$ cat config.mk
export PLATFORM = sky130hd
export DESIGN_NAME = pipe_ctrl_unit
export DESIGN_NICKNAME = d
export VERILOG_FILES = /design/src/rtl/pipe_ctrl_unit.sv
export SDC_FILE = /design/constraint.sdc
export NUM_CORES = 1
export LEC_CHECK = 0
export ABC_CLOCK_PERIOD_IN_PS = 4680
export CAP_MARGIN = 10
export CORE_ASPECT_RATIO = 1.5
export CORE_MARGIN = 8
export CORE_UTILIZATION = 50
export DETAILED_ROUTE_END_ITERATION = 7
export GPL_ROUTABILITY_DRIVEN = 0
export PLACE_DENSITY = 0.86
export SYNTH_ARGS = -nofsm -noshare
export SYNTH_HDL_FRONTEND = slang
export SYNTH_SLANG_ARGS = --single-unit
$ cat constraint.sdc
create_clock -name clock -period 4.68 [get_ports clock]
set_clock_uncertainty 0.1 [all_clocks]
set_input_delay 0.936 -clock clock [delete_from_list [all_inputs] [get_ports clock]]
set_output_delay 0.936 -clock clock [all_outputs]
set_load 0.02 [all_outputs]
$ cat src/rtl/pipe_ctrl_unit.sv
// pipe_ctrl_unit: PC5 decode, D/X-X/M-M/W control pipeline, hazard/flush and mult/div handshake.
module pipe_ctrl_unit #(
    parameter int OPC_W       = 5,
    parameter int RADDR_W     = 5,
    parameter int EXC_W       = 32,
    parameter bit HAS_MULTDIV = 1
) (
    input  logic               clock,
    input  logic               reset,
    input  logic               d_valid,
    input  logic [OPC_W-1:0]   d_opcode,
    input  logic [OPC_W-1:0]   d_aluop,
    input  logic [RADDR_W-1:0] d_rd,
    input  logic [RADDR_W-1:0] d_rs,
    input  logic [RADDR_W-1:0] d_rt,
    input  logic               x_taken,
    input  logic               x_ovf,
    input  logic               md_ready,
    output logic               stall_fd,
    output logic               flush_fd,
    output logic [7:0]         x_ctrl,
    output logic               md_start,
    output logic               m_dmwe,
    output logic               w_rwe,
    output logic               w_rwd,
    output logic [RADDR_W-1:0] w_waddr,
    output logic [EXC_W-1:0]   w_exc,
    output logic               w_exc_sel
);
    localparam logic [RADDR_W-1:0] RA = '1;
    localparam logic [RADDR_W-1:0] RS = RA - 1'b1;

    typedef enum logic {IDLE, BUSY} md_state_e;

    typedef struct packed {
        logic               v;
        logic [7:0]         ctrl;
        logic               rwe, rwd, dmwe, exc_sel, md;
        logic [2:0]         oc;
        logic [RADDR_W-1:0] waddr;
    } dx_t;

    typedef struct packed {
        logic               v, rwe, rwd, dmwe, exc_sel;
        logic [RADDR_W-1:0] waddr;
        logic [EXC_W-1:0]   exc;
    } xm_t;

    typedef struct packed {
        logic               v, rwe, rwd, exc_sel;
        logic [RADDR_W-1:0] waddr;
        logic [EXC_W-1:0]   exc;
    } mw_t;

    dx_t dx_q, dx_d, dec;
    xm_t xm_q, xm_d;
    mw_t mw_q, mw_d;
    md_state_e state_q, state_d;

    logic is_r, md_alu, r_ok, op_add, op_sub, op_mul, op_div;
    logic op_j, op_bne, op_jal, op_jr, op_addi, op_blt, op_sw, op_lw, op_setx, op_bex;
    logic rtarget, uses_a, uses_b, wr;
    logic [RADDR_W-1:0] dst, src_b;
    logic flush, md_hold, load_use;

    always_comb begin
        is_r    = d_opcode == '0;
        md_alu  = d_aluop == OPC_W'(6) || d_aluop == OPC_W'(7);
        r_ok    = is_r && (HAS_MULTDIV || !md_alu);
        op_add  = is_r && d_aluop == OPC_W'(0);
        op_sub  = is_r && d_aluop == OPC_W'(1);
        op_mul  = HAS_MULTDIV && is_r && d_aluop == OPC_W'(6);
        op_div  = HAS_MULTDIV && is_r && d_aluop == OPC_W'(7);
        op_j    = d_opcode == OPC_W'(1);
        op_bne  = d_opcode == OPC_W'(2);
        op_jal  = d_opcode == OPC_W'(3);
        op_jr   = d_opcode == OPC_W'(4);
        op_addi = d_opcode == OPC_W'(5);
        op_blt  = d_opcode == OPC_W'(6);
        op_sw   = d_opcode == OPC_W'(7);
        op_lw   = d_opcode == OPC_W'(8);
        op_setx = d_opcode == OPC_W'(21);
        op_bex  = d_opcode == OPC_W'(22);
        rtarget = op_sw || op_bne || op_blt || op_jr;
        wr      = r_ok || op_addi || op_lw || op_jal || op_setx;
        dst     = op_jal ? RA : op_setx ? RS : d_rd;
        uses_a  = r_ok || op_addi || op_sw || op_lw || op_bne || op_blt || op_jr;
        uses_b  = r_ok || rtarget;
        src_b   = rtarget ? d_rd : d_rt;
        dec.v       = d_valid;
        dec.ctrl    = {!(is_r || op_bne || op_blt || op_bex), rtarget, op_bne || op_blt,
                       op_j, op_jr, op_jal, op_bex, op_setx};
        dec.rwe     = wr && dst != '0;
        dec.rwd     = op_lw;
        dec.dmwe    = op_sw;
        dec.exc_sel = op_setx;
        dec.md      = op_mul || op_div;
        dec.oc      = op_add ? 3'd1 : op_addi ? 3'd2 : op_sub ? 3'd3 : op_mul ? 3'd4 : op_div ? 3'd5 : 3'd0;
        dec.waddr   = dst;
        if (!d_valid) dec = '0;
    end

    always_comb begin
        flush    = dx_q.v && x_taken;
        md_start = state_q == IDLE && dx_q.v && dx_q.md;
        md_hold  = dx_q.v && dx_q.md && (state_q == IDLE || !md_ready);
        load_use = d_valid && dx_q.v && dx_q.rwd && dx_q.waddr != '0 &&
                   ((uses_a && d_rs == dx_q.waddr) || (uses_b && src_b == dx_q.waddr));
        stall_fd = !flush && (md_hold || load_use);
        flush_fd = flush;
        // A held mult/div keeps D/X intact; a load-use or flush replaces it with a bubble.
        dx_d     = flush ? '0 : md_hold ? dx_q : load_use ? '0 : dec;
        state_d  = state_q == IDLE ? (md_start ? BUSY : IDLE) : ((md_ready || flush) ? IDLE : BUSY);
        xm_d     = '0;
        if (dx_q.v && !md_hold) begin
            xm_d.v       = 1'b1;
            xm_d.rwe     = dx_q.rwe;
            xm_d.rwd     = dx_q.rwd;
            xm_d.dmwe    = dx_q.dmwe;
            xm_d.exc_sel = dx_q.exc_sel;
            xm_d.waddr   = dx_q.waddr;
            if (x_ovf && dx_q.oc != '0) begin
                xm_d.rwe     = 1'b1;
                xm_d.rwd     = 1'b0;
                xm_d.exc_sel = 1'b1;
                xm_d.waddr   = RS;
                xm_d.exc     = EXC_W'(dx_q.oc);
            end
        end
        mw_d = '{v: xm_q.v, rwe: xm_q.rwe, rwd: xm_q.rwd, exc_sel: xm_q.exc_sel,
                 waddr: xm_q.waddr, exc: xm_q.exc};
    end

    always_ff @(posedge clock or posedge reset) begin
        if (reset) begin
            state_q <= IDLE;
            dx_q    <= '0;
            xm_q    <= '0;
            mw_q    <= '0;
        end else begin
            state_q <= state_d;
            dx_q    <= dx_d;
            xm_q    <= xm_d;
            mw_q    <= mw_d;
        end
    end

    assign x_ctrl    = dx_q.ctrl;
    assign m_dmwe    = xm_q.v && xm_q.dmwe;
    assign w_rwe     = mw_q.v && mw_q.rwe;
    assign w_rwd     = mw_q.v && mw_q.rwd;
    assign w_exc_sel = mw_q.v && mw_q.exc_sel;
    assign w_waddr   = mw_q.waddr;
    assign w_exc     = mw_q.exc;
endmodule

Word level (Yosys, flattened, before mapping). Index checks and enable logic that the tools add are counted.

Equal/unequal tests: 16. Mux-type cells: 18. Bitwise gates (word level): 1. Reduce and logical (&&, ||, !) cells: 54.

Operators by type and width (number): 2-to-1 mux 22 bit (4); 2-to-1 mux 42 bit (1); 2-to-1 mux 38 bit (1); equality test 5 x 3 -> 1 bit, second input constant (6); logical AND 1 bit (23); logical OR 1 bit (22); 2-to-1 mux 3 bit (5); 2-to-1 mux 5 bit (3); equality test 5 x 1 -> 1 bit, second input constant (2); equality test 5 x 2 -> 1 bit, second input constant (2); equality test 5 bit (2); equality test 5 bit, second input constant (2); logical NOT 5 bit (2); nonzero test 5 bit (2); equality test 5 x 4 -> 1 bit, second input constant (1); logical NOT 1 bit (4); 2-to-1 mux 1 bit (3); nonzero test 3 bit (1); 2-to-1 mux 2 bit (1); != test 2 bit, second input constant (1); NOT 1 bit (1).

Bits in registers: 106. Bits of input ports: 31. Output and inout port bits: 52. Logic and storage cells: 112.

Logic depth before layout (Yosys ltp).
Depth after elaboration: 13. Depth in mapped cells: 8. Depth with buffers taken out: 6.

Worst setup path after synthesis. No wires, ideal clock.

Path type: input to output. Start point: input port d_opcode[0]. End point: output port stall_fd. Data arrival time: 2.226 ns. Slack: 1.418 ns. Stages: 7. Path buffers: 1. Cell sequence: buf_6 -> nor2b_2 -> a21oi_1 -> nor4_1 -> o2111a_2 -> o21bai_1 -> a21oi_1.

Longest elaborated chain between the ends: 12. Elaborated cells between the ends (all ways): 25. Those cells by class: eq/ne: 7; mux: 1; reduce/logical: 17.

Ends and longest elaborated chain: from (decl) (line 11) `input logic [OPC_W-1:0] d_opcode,`; parallel branches: the longest is 8 deep, another holds equality test 5 x 3 -> 1 bit; logical OR 1 bit * (line 108) `((uses_a && d_rs == dx_q.waddr) || (uses_b && src_b == dx_q.waddr));`; logical AND 1 bit * (line 107) `load_use = d_valid && dx_q.v && dx_q.rwd && dx_q.waddr != '0 &&`; logical OR 1 bit * (line 109) `stall_fd = !flush && (md_hold || load_use);`; logical AND 1 bit * (line 109); to (decl) (line 19) `output logic stall_fd,`.

Every way passes the cells marked *.

Worst setup path after layout. Ends and elaborated chain as after synthesis.

==> impl_metrics.env <==
export IMPL_cts_hold_buf=0
export IMPL_cts_tree="yes"
export IMPL_netlist_area_um2=2590
export IMPL_finish_instance_area_um2=3010
export IMPL_grtUsageTotal_pct=14.2
export IMPL_period_needed_ns=4.42
export IMPL_synth_edf_count=0
export IMPL_drcViolationCount=0
export IMPL_arrival_ns=3.39
export IMPL_vdd_drop_max_mv=0.139
export IMPL_slowest_delay_ns=0.68
export IMPL_regArea_um2=1180
export IMPL_dpl_cell_count=357
export IMPL_final_period_utilization_pct=94.5
export IMPL_ys_seq_area_share_pct=45.4
export IMPL_cts_resized=0
export IMPL_setup_viol_count_final=0
export IMPL_slowest_stage="clkdlybuf4s50_1"
export IMPL_p_sw_share_pct=28.4
export IMPL_clock_power_share_pct=29.1
export IMPL_cts_root_buf="clkbuf_8"
export IMPL_multiInputGateArea_um2=1090
export IMPL_nets=327
export IMPL_final_layout_size_suffix_gt1_share_pct=10.8
export IMPL_worst_setup_path_end_kind="primary output"
export IMPL_synthArstFlopShare_pct=100
export IMPL_ios=83
export IMPL_rows=32
export IMPL_start_kind="primary input"
export IMPL_h_tree_depth=2
export IMPL_power_density_nw_per_um2=272
export IMPL_syn_inst=263
export IMPL_die_w_um=74.8
export IMPL_ys_seq_elements=47
export IMPL_combPwrFrac_pct=17.9
export IMPL_worst_slew_pin_slew_ns=0.799
export IMPL_vias_per_cell=5.05
export IMPL_drtPass1Iterations=4
export IMPL_fill_cells=438
export IMPL_fin_setup_tns_ns=0
export IMPL_ys_flop_type="dfrtp_1"
export IMPL_syn_area_per_cell_um2=9.85
export IMPL_worstPathCellList="clkdlybuf4s50_1 > nand2b_2 > a21oi_1 > nor4_1 > o2111a_2 > o21bai_1 > a21oi_1 > clkdlybuf4s50_1"
export IMPL_synth_commonest_cells="dfrtp_1 (47), buf_4 (45), nand2_1 (31)"
export IMPL_wire_per_inst_um=14.7
export IMPL_clock_sinks=47
export IMPL_insertedDiodeCount=0
export IMPL_cp_required_ns=3.64
export IMPL_port_buffers=53
export IMPL_fmax_mhz=226
export IMPL_grt_max_degree=48
export IMPL_netSwitchingPower_w=0.000233
export IMPL_synth_top_cell_area_share_pct=45.4
export IMPL_syn2layout_area_growth_pct=16.3
export IMPL_die_area_um2=7790
export IMPL_grt_overflow=0
export IMPL_cts_buffer_depth=2
export IMPL_critPathKind="in2out"
export IMPL_cts_inserted_buffers=5
export IMPL_drt_iter0_markers=75
export IMPL_grt_pass1_wl_mm=8.80
export IMPL_cts_setup_buffers=0
export IMPL_clk_latency_ns=0.30
export IMPL_vias=1844
export IMPL_ys_warn_count=0
export IMPL_synth_top_area_cell="dfrtp_1"
export IMPL_post_dp_cell_area_um2=2920
export IMPL_synthTopCellsByArea="dfrtp_1 (45%), buf_4 (13%), nand2_1 (4.5%), xnor2_1 (4.1%), o21ai_2 (3.4%)"
export IMPL_core_um2=5080
export IMPL_yosysMostFrequentCell="dfrtp_1"
export IMPL_cap_violations=0
export IMPL_max_slew_margin_rel_pct=46.6
export IMPL_dieHeight_um=104
export IMPL_hold_path_class="reg2reg"
export IMPL_drv_slew=0
export IMPL_p_int_w=0.000586
export IMPL_antenna_found_initial=0
export IMPL_dp_hpwl_mm=4.26
export IMPL_antenna_left=0
export IMPL_p_leak_nw=1.35
export IMPL_hold_viol=0
export IMPL_rsz0062_at_grt="false"
export IMPL_grt_pass1_vias=1879
export IMPL_p_seq_share_pct=53.1
export IMPL_wirelength_mm=5.37
export IMPL_ys_types=48
export IMPL_clk_pin_slew_ns=0.08
export IMPL_status="finished, final reports clean"
export IMPL_crit_fanout=9
export IMPL_start_util_pct=51.0
export IMPL_instances_no_fill=365
## metal layers
metal	GRT usage, %	routed length [µm]	up-vias
met1	15.0	1830	870
met4	6.48	149	0
met5	0	0	-
met2	25.7	2950	89
met3	2.41	446	12
li1	-	-	873
## stage by stage
stage	utilization, %	total power, W	worst slack [ns]	hold WS, ns
after global placement	57.5	0.000584	0.321	0.232
after global routing	59.3	0.000857	0.103	0.261
after CTS	59.3	0.000823	0.264	0.254
final	59.3	0.000819	0.258	0.253
after detailed placement	57.5	0.000588	0.276	0.235
after floorplan	-	0.000559	1.42	0.231
## final cells by class
class                      count  share of cell area [%]
clock buffer                   5                    2.28
clock inverter                 3                   0.664
timing repair buffer          56                    18.4
inverter                       6                   0.748
sequential                    47                    39.0
tap                           68                    2.82
multi-input combinational    180                    36.1
## state kept, by name, indices dropped and copies added (netlist names)
register  flops
w_waddr       5
mw_d         12
mw_q          4
x_ctrl        8
w_exc         3
xm_q          1
state_q       1
dx_q         13
## worst max-delay path: cells and delay by family
| kind | cells | cell delay [ns] |
|---|---|---|
| buffers and inverters | 2 | 1.23 |
| AO/OA/AOI/OAI | 4 | 0.99 |
| AND/OR/NAND/NOR | 2 | 0.24 |
## layout by cell type, fill, tap and decap left out, types with 4 or more instances in the layout
master / count
nand2b_1: 4
nand2_1: 31
o21ai_0: 6
inv_1: 5
nor3_1: 4
a21oi_1: 6
clkbuf_8: 5
o21a_1: 6
nor2_1: 17
and3_1: 9
and2_1: 6
xnor2_1: 12
dfrtp_1: 47
clkdlybuf4s50_1: 53
conb_1: 29
o21ai_2: 10
## path summary, 6_finish.rpt
path	to	startpoint	cells after the start	slack, ns
max reg2reg	dx_q[10]$_DFFE_PP0P_	dx_q[21]$_DFFE_PP0P_	7	2.47
max in group asynchronous	xm_q[38]$_DFF_PP0_	reset	3	3.10
min	w_waddr[2]$_DFF_PP0_	mw_d[34]$_DFF_PP0_	0	0.25
min reg2reg	w_waddr[2]$_DFF_PP0_	mw_d[34]$_DFF_PP0_	0	0.25
max	stall_fd	d_opcode[0]	8	0.26
min in group asynchronous	mw_d[2]$_DFF_PP0_	reset	3	0.99
## power groups by stage
| stage | clock [W] | combinational [W] | sequential [W] |
|---|---|---|---|
| finish | 0.000238 | 0.000146 | 0.000434 |
| global route | 0.000262 | 0.000159 | 0.000436 |
| CTS | 0.000243 | 0.000146 | 0.000434 |
| detailed placement | 0 | 0.000145 | 0.000443 |
| global placement | 0 | 0.000142 | 0.000442 |
| floorplan | 0 | 0.000126 | 0.000433 |
## kinds of logic (layout without fill, tap and decap cells)
logic type / count (synthesis) / in the layout / synth area share (%)
and+or+nand+nor: 87 / 87 / 17.0
buffers and inverters: 64 / 70 / 16.7
AOI/OAI and AO/OA: 51 / 51 / 16.4
DFF: 47 / 47 / 45.4
xor gates and xnor gates: 13 / 13 / 4.39
other: 1 / 29 / 0.145
Power figures use the tool's default switching activity.
